### src/rtl/mem_arbiter_pkg.sv
// Shared definitions for the CPU memory arbiter.
// Holds default widths, the arbiter state encoding and the bus-owner encoding.
package mem_arbiter_pkg;

  localparam int unsigned ADDR_W_DEF = 32;
  localparam int unsigned DATA_W_DEF = 32;

  typedef enum logic {
    ST_IDLE = 1'b0,
    ST_BUSY = 1'b1
  } state_e;

  typedef enum logic {
    OWN_IF  = 1'b0,
    OWN_MEM = 1'b1
  } owner_e;

endpackage

### src/rtl/mem_arbiter_fetch_buf.sv
// One-entry fetch buffer: remembers the last fetched (address, word) pair.
// Ports:
//   clk, rst           clock, synchronous active-high reset (clears valid)
//   fill_i             a fetch completed on the bus this cycle
//   fill_addr_i/data_i address and word of that fetch
//   inval_i            a data write completed on the bus this cycle
//   inval_waddr_i      word address (addr[ADDR_W-1:2]) of that write
//   lookup_ce_i        fetch request active
//   lookup_addr_i      fetch address to compare
//   hit_o              combinational hit: request active, valid, address equal
//   data_o             buffered word
module mem_arbiter_fetch_buf #(
  parameter int unsigned ADDR_W = 32,
  parameter int unsigned DATA_W = 32
) (
  input  logic              clk,
  input  logic              rst,
  input  logic              fill_i,
  input  logic [ADDR_W-1:0] fill_addr_i,
  input  logic [DATA_W-1:0] fill_data_i,
  input  logic              inval_i,
  input  logic [ADDR_W-3:0] inval_waddr_i,
  input  logic              lookup_ce_i,
  input  logic [ADDR_W-1:0] lookup_addr_i,
  output logic              hit_o,
  output logic [DATA_W-1:0] data_o
);

  logic              valid_q;
  logic [ADDR_W-1:0] addr_q;
  logic [DATA_W-1:0] word_q;

  // Fill and invalidate come from different bus owners, so they never coincide.
  always_ff @(posedge clk) begin
    if (rst) begin
      valid_q <= 1'b0;
      addr_q  <= '0;
      word_q  <= '0;
    end else if (fill_i) begin
      valid_q <= 1'b1;
      addr_q  <= fill_addr_i;
      word_q  <= fill_data_i;
    end else if (inval_i && (inval_waddr_i == addr_q[ADDR_W-1:2])) begin
      valid_q <= 1'b0;
    end
  end

  assign hit_o  = lookup_ce_i & valid_q & (lookup_addr_i == addr_q);
  assign data_o = word_q;

endmodule

### src/rtl/mem_arbiter.sv
// Single-port arbiter between the instruction-fetch and data-access ports.
// MEM has priority over IF; each access is issued once and held until ack.
// stallreq_o stays high until every access requested this step has completed;
// a cycle with stallreq_o low is a pipeline release and clears the done flags.
// Ports:
//   clk, rst                 clock, synchronous active-high reset
//   if_ce_i/if_addr_i        fetch request; if_data_o returns the word
//   mem_ce_i/we/sel/addr/wdata  data request; mem_rdata_o returns load data
//   stallreq_o               stall to pipeline controller (combinational)
//   bus_*_o / bus_*_i        registered req/ack memory bus
// Build option: define ARB_FETCH_BUF_EN to add a one-entry fetch buffer.
module mem_arbiter
  import mem_arbiter_pkg::*;
#(
  parameter int unsigned ADDR_W = ADDR_W_DEF,
  parameter int unsigned DATA_W = DATA_W_DEF
) (
  input  logic                clk,
  input  logic                rst,
  input  logic                if_ce_i,
  input  logic [ADDR_W-1:0]   if_addr_i,
  output logic [DATA_W-1:0]   if_data_o,
  input  logic                mem_ce_i,
  input  logic                mem_we_i,
  input  logic [DATA_W/8-1:0] mem_sel_i,
  input  logic [ADDR_W-1:0]   mem_addr_i,
  input  logic [DATA_W-1:0]   mem_wdata_i,
  output logic [DATA_W-1:0]   mem_rdata_o,
  output logic                stallreq_o,
  output logic                bus_req_o,
  output logic                bus_we_o,
  output logic [DATA_W/8-1:0] bus_sel_o,
  output logic [ADDR_W-1:0]   bus_addr_o,
  output logic [DATA_W-1:0]   bus_wdata_o,
  input  logic [DATA_W-1:0]   bus_rdata_i,
  input  logic                bus_ack_i
);

  localparam int unsigned SEL_W = DATA_W / 8;

  state_e            state_q, state_d;
  owner_e            owner_q, owner_d;
  logic              if_done_q, if_done_d;
  logic              mem_done_q, mem_done_d;
  logic [DATA_W-1:0] if_q, if_d;
  logic [DATA_W-1:0] mem_q, mem_d;
  logic              bus_req_q, bus_req_d;
  logic              bus_we_q, bus_we_d;
  logic [SEL_W-1:0]  bus_sel_q, bus_sel_d;
  logic [ADDR_W-1:0] bus_addr_q, bus_addr_d;
  logic [DATA_W-1:0] bus_wdata_q, bus_wdata_d;

  logic              buf_hit;
  logic [DATA_W-1:0] buf_data;
  logic              hit_c;
  logic              mem_pend;
  logic              if_pend;
  logic              stall_c;
  logic              ack_c;

  assign ack_c = (state_q == ST_BUSY) & bus_ack_i;

`ifdef ARB_FETCH_BUF_EN
  mem_arbiter_fetch_buf #(
    .ADDR_W(ADDR_W),
    .DATA_W(DATA_W)
  ) u_fetch_buf (
    .clk           (clk),
    .rst           (rst),
    .fill_i        (ack_c & (owner_q == OWN_IF)),
    .fill_addr_i   (bus_addr_q),
    .fill_data_i   (bus_rdata_i),
    .inval_i       (ack_c & (owner_q == OWN_MEM) & bus_we_q),
    .inval_waddr_i (bus_addr_q[ADDR_W-1:2]),
    .lookup_ce_i   (if_ce_i),
    .lookup_addr_i (if_addr_i),
    .hit_o         (buf_hit),
    .data_o        (buf_data)
  );
`else
  assign buf_hit  = 1'b0;
  assign buf_data = '0;
`endif

  // A buffer hit counts as a completed fetch for this step.
  assign hit_c      = buf_hit & ~rst;
  assign mem_pend   = mem_ce_i & ~mem_done_q;
  assign if_pend    = if_ce_i & ~(if_done_q | hit_c);
  assign stall_c    = (mem_pend | if_pend) & ~rst;
  assign stallreq_o = stall_c;

  // State register.
  always_ff @(posedge clk) begin
    if (rst) state_q <= ST_IDLE;
    else     state_q <= state_d;
  end

  // Next-state logic.
  always_comb begin
    state_d = state_q;
    case (state_q)
      ST_IDLE: if (mem_pend || if_pend) state_d = ST_BUSY;
      ST_BUSY: if (bus_ack_i)           state_d = ST_IDLE;
      default: state_d = ST_IDLE;
    endcase
  end

  // Bus issue, return-data capture and done-flag bookkeeping.
  always_comb begin
    owner_d     = owner_q;
    if_done_d   = if_done_q;
    mem_done_d  = mem_done_q;
    if_d        = if_q;
    mem_d       = mem_q;
    bus_req_d   = bus_req_q;
    bus_we_d    = bus_we_q;
    bus_sel_d   = bus_sel_q;
    bus_addr_d  = bus_addr_q;
    bus_wdata_d = bus_wdata_q;
    case (state_q)
      ST_IDLE: begin
        bus_req_d = 1'b0;
        if (mem_pend) begin
          owner_d     = OWN_MEM;
          bus_req_d   = 1'b1;
          bus_we_d    = mem_we_i;
          bus_sel_d   = mem_sel_i;
          bus_addr_d  = mem_addr_i;
          bus_wdata_d = mem_wdata_i;
        end else if (if_pend) begin
          owner_d     = OWN_IF;
          bus_req_d   = 1'b1;
          bus_we_d    = 1'b0;
          bus_sel_d   = {SEL_W{1'b1}};
          bus_addr_d  = if_addr_i;
          bus_wdata_d = '0;
        end
      end
      ST_BUSY: begin
        if (bus_ack_i) begin
          bus_req_d = 1'b0;
          if (owner_q == OWN_MEM) begin
            mem_d      = bus_rdata_i;
            mem_done_d = 1'b1;
          end else begin
            if_d      = bus_rdata_i;
            if_done_d = 1'b1;
          end
        end
      end
      default: bus_req_d = 1'b0;
    endcase
    // Release wins: a flag set by a dropped requester is stale for the next step.
    if (!stall_c) begin
      if_done_d  = 1'b0;
      mem_done_d = 1'b0;
    end
  end

  // Datapath registers.
  always_ff @(posedge clk) begin
    if (rst) begin
      owner_q     <= OWN_IF;
      if_done_q   <= 1'b0;
      mem_done_q  <= 1'b0;
      if_q        <= '0;
      mem_q       <= '0;
      bus_req_q   <= 1'b0;
      bus_we_q    <= 1'b0;
      bus_sel_q   <= '0;
      bus_addr_q  <= '0;
      bus_wdata_q <= '0;
    end else begin
      owner_q     <= owner_d;
      if_done_q   <= if_done_d;
      mem_done_q  <= mem_done_d;
      if_q        <= if_d;
      mem_q       <= mem_d;
      bus_req_q   <= bus_req_d;
      bus_we_q    <= bus_we_d;
      bus_sel_q   <= bus_sel_d;
      bus_addr_q  <= bus_addr_d;
      bus_wdata_q <= bus_wdata_d;
    end
  end

  assign bus_req_o   = bus_req_q;
  assign bus_we_o    = bus_we_q;
  assign bus_sel_o   = bus_sel_q;
  assign bus_addr_o  = bus_addr_q;
  assign bus_wdata_o = bus_wdata_q;
  assign if_data_o   = hit_c ? buf_data : if_q;
  assign mem_rdata_o = mem_q;

endmodule

### config.mk
export PLATFORM = sky130hd
export DESIGN_NAME = mem_arbiter
export DESIGN_NICKNAME = d
export VERILOG_FILES = /design/src/rtl/mem_arbiter_pkg.sv /design/src/rtl/mem_arbiter_fetch_buf.sv /design/src/rtl/mem_arbiter.sv
export SDC_FILE = /design/constraint.sdc
export NUM_CORES = 1
export LEC_CHECK = 0
export BUFFER_PORTS_ARGS = -buffer_cell sky130_fd_sc_hd__buf_4
export CAP_MARGIN = 15
export CORE_UTILIZATION = 45
export CTS_CLUSTER_DIAMETER = 120
export CTS_CLUSTER_SIZE = 14
export DETAILED_ROUTE_END_ITERATION = 8
export MAX_ROUTING_LAYER = met4
export PLACE_DENSITY = 0.86
export SLEW_MARGIN = 15
export SYNTH_ARGS = -nofsm -noshare
export SYNTH_HDL_FRONTEND = slang
export SYNTH_SLANG_ARGS = --single-unit
### constraint.sdc
create_clock -name clk -period 1.4 [get_ports clk]
set_input_delay 0.07 -clock clk [delete_from_list [all_inputs] [get_ports clk]]
set_output_delay 0.07 -clock clk [all_outputs]
set_load 0.01 [all_outputs]
==> flow_metrics.py <==
metrics = {
    "run_status": {
        "outcome": "finished, violations left",
        "failed_checks": "setup timing",
    },
    "sta": {
        "hold_violations": 0,
        "finalWorstSetupSlack_ns": -0.112,
        "max_freq_mhz": 661,
        "rsz0062_at_grt": "yes",
        "drv_slew": 0,
        "period_share_pct": 108,
        "relSlewSlack_pct": 71.2,
        "finalClockSkew_ns": 0.0156,
        "finalSetupViolCount": 21,
        "fin_crit_ns": 1.51,
        "worst_slew_pin_slew_ns": 0.429,
    },
    "cells_and_area": {
        "drive_gt1_share_pct": 36.0,
        "design_area_sq_um": 9450,
        "n_antenna_cell": 0,
        "final_util_pct": 86.4,
        "area_growth_pct": 86.0,
        "fin_cells": 1096,
        "nets": 1081,
    },
    "synthesis": {
        "synth_top_area_share_pct": 54.4,
        "syn-mean-instance-area_sq_um": 9.41,
        "async_flop_share_pct": 0,
        "synth_edf_count": 0,
        "synth_cells": 540,
        "ys_seq_elements": 138,
        "synth.most_common_cell": "dfxtp_1",
        "syn_area_sq_um": 5080,
        "yosys-top-cells-area": "dfxtp_1, nand2_1, a21oi_1",
        "ys_types": 27,
        "yosys_warnings": 0,
        "ys.flop_type": "dfxtp_1",
        "synth_top_cell_by_area": "dfxtp_1",
        "synth_common_cells": "dfxtp_1, nand2_1, a21oi_1",
        "syn-num-nets": 678,
        "synth_seq_area_share_pct": 54.4,
    },
    "die": {
        "dieArea_sq_um": 11700,
        "core-area_sq_um": 10900,
        "rows": 38,
        "start_util_pct": 46.5,
        "die_h_microns": 108,
        "die_w_microns": 108,
        "ioPinCount": 273,
    },
    "clock_network": {
        "clk_latency_ns": 0.43,
        "ctsLongestPathBuffers": 2,
        "numClockSinks": 138,
        "cts_root_buf": "clkbuf_16",
        "clkSlewWorstSetupHoldPaths_ns": 0.06,
        "h-tree-depth": 4,
        "cts_buffers": 17,
        "cts_tree": "done",
    },
    "grt": {
        "grt_start_max_net_pins": 46,
        "overflow": 0,
        "grt_pass1_vias": 6410,
        "antenna_found_initial": 0,
        "grt_pass1_wl_microns": 32800,
        "grtUsageTotal_pct": 38.7,
    },
    "pwr": {
        "pwr_density_cell_nw_per_um2": 1210,
        "irDropWorstVdd_v": 0.000981,
        "p_leak_uw": 0.00418,
    },
    "critical_path": {
        "timing.rr.start": "mem_done_q$_SDFFE_PP0P_",
        "cp-end-kind": "flip-flop",
        "slowest_delay_ns": 0.36,
        "crit_arrival_ns": 1.79,
        "worstPathMaxFanout": 17,
        "critPathSlowestCell": "dfxtp_2",
        "worstPathCellList": "nand2b_4, buf_12, buf_16, mux2i_1, o32ai_1",
        "worst_ep_required_time_ns": 1.68,
        "critical_path.startpoint": "mem_done_q$_SDFFE_PP0P_",
        "path_class": "flip-flop to flip-flop",
        "start_kind": "flip-flop",
    },
    "routing": {
        "drtPass1Iterations": 5,
        "ant_nets": 0,
        "drcViolationCount": 0,
        "drt_iter0_markers": 743,
        "routed_wirelength_microns": 24500,
        "viasPerCell": 5.95,
        "routedWlPerCell_microns": 22.3,
        "vias": 6522,
    },
    "job": {
        "maxCapViolations": 0,
    },
    "placed_design": {
        "dp_cells": 921,
        "gp_congestion": 0.832,
        "port_buffers": 272,
        "postPlaceCellArea_sq_um": 7270,
        "post-dp-hpwl_microns": 11400,
    },
    "hold_path": {
        "hp-class": "input port to flip-flop",
        "hp-start": "rst",
    },
}
## worst paths after layout
kind	to	slack, ns	cells after the start
max	bus_addr_o[28]$_SDFFE_PP0P_	-0.11	5
min	bus_sel_o[3]$_SDFFE_PP0P_	0.05	2
max reg2reg	bus_addr_o[28]$_SDFFE_PP0P_	-0.11	5
min reg2reg	mem_rdata_o[0]$_SDFFE_PP0P_	0.46	2
## area by class of cell
class / count / area [sq um]
Tap cell: 140 / 175
Sequential cell: 138 / 2770
Multi-Input combinational cell: 318 / 1980
Inverter: 37 / 139
Timing Repair Buffer: 431 / 3730
Fill cell: 464 / 1490
Clock buffer: 20 / 467
Clock inverter: 12 / 194
## per-stage QoR
step                TNS [ns]  worst slack, ns  total power (uW)  hold WS, ns
finish                -0.399           -0.112             11500       0.0503
global route          -0.637           -0.121             11700       0.0265
CTS                        0           0.0317             11100       0.0121
detailed placement         0           0.0976              5830        0.285
global placement           0            0.137              5780        0.280
floorplan                  0            0.161              4990        0.170
## cell families after synthesis
family                 synth area share, %
flip-flops                            54.4
multiplexers                          6.31
buffers and inverters                 7.54
AND/OR/NAND/NOR                       11.7
AO/OA/AOI/OAI                         20.1
## layout by cell type (no fill, tap or decap)
cell type	count
a211oi_2	2
nor2b_1	2
buf_4	287
inv_1	36
a21oi_2	1
nor2_1	1
a21oi_4	1
a21oi_1	65
clkinv_4	1
clkinv_1	1
and3_1	1
bufinv_16	5
nand2b_4	2
dlygate4sd3_1	131
o21ai_2	1
nor3_1	5
o32ai_2	1
nand3_1	1
clkinv_2	4
a211oi_1	3
buf_16	1
clkinvlp_4	2
clkbuf_16	20
a31o_2	1
nand2_1	128
clkbuf_8	3
a32o_1	33
dfxtp_1	136
mux2i_1	32
o21a_1	2
buf_12	7
dfxtp_2	2
nand3b_1	2
a21o_1	1
buf_6	2
o32ai_1	31
nor3_4	1
and3b_1	1
## flip-flops by register name (all words and copies together) (netlist names)
signal / cells
owner_q: 1
if_done_q: 1
if_data_o: 32
bus_sel_o: 4
state_q: 1
bus_req_o: 1
bus_wdata_o: 32
bus_addr_o: 32
mem_rdata_o: 32
bus_we_o: 1
mem_done_q: 1
## power breakdown
| part | switching [uW] | internal [uW] | leakage, uW |
|---|---|---|---|
| combinational | 948 | 1070 | 0.00273 |
| clock | 1810 | 3290 | 0.000322 |
| sequential | 178 | 4150 | 0.00113 |
## per-layer routing
| layer | routed length (microns) | part of all wire [%] | track usage (%) |
|---|---|---|---|
| met1 | 8090 | 33 | 37.8 |
| met2 | 11900 | 49 | 66.7 |
| met3 | 2620 | 11 | 10.8 |
| met4 | 1860 | 7.6 | 25.9 |
| met5 | 0 | 0 | - |
## critical path: cells and delay by family, from the launching register on
kind                   cells  cell delay [ns]
AOI/OAI and AO/OA          1             0.18
DFF                        1             0.36
muxes                      1             0.33
and+or+nand+nor            1             0.20
buffers and inverters      2             0.29
## timing repair
item | in CTS | in global routing
endpoints found under the setup margin | 1 | 38
hold endpoints to repair | 132 | 0
pin swaps | 0 | 1
resized for setup | 2 | 8
hold buffers | 131 | 0
setup buffers | 0 | 9
cloned | 0 | 3
Power figures use the tool's default switching activity.
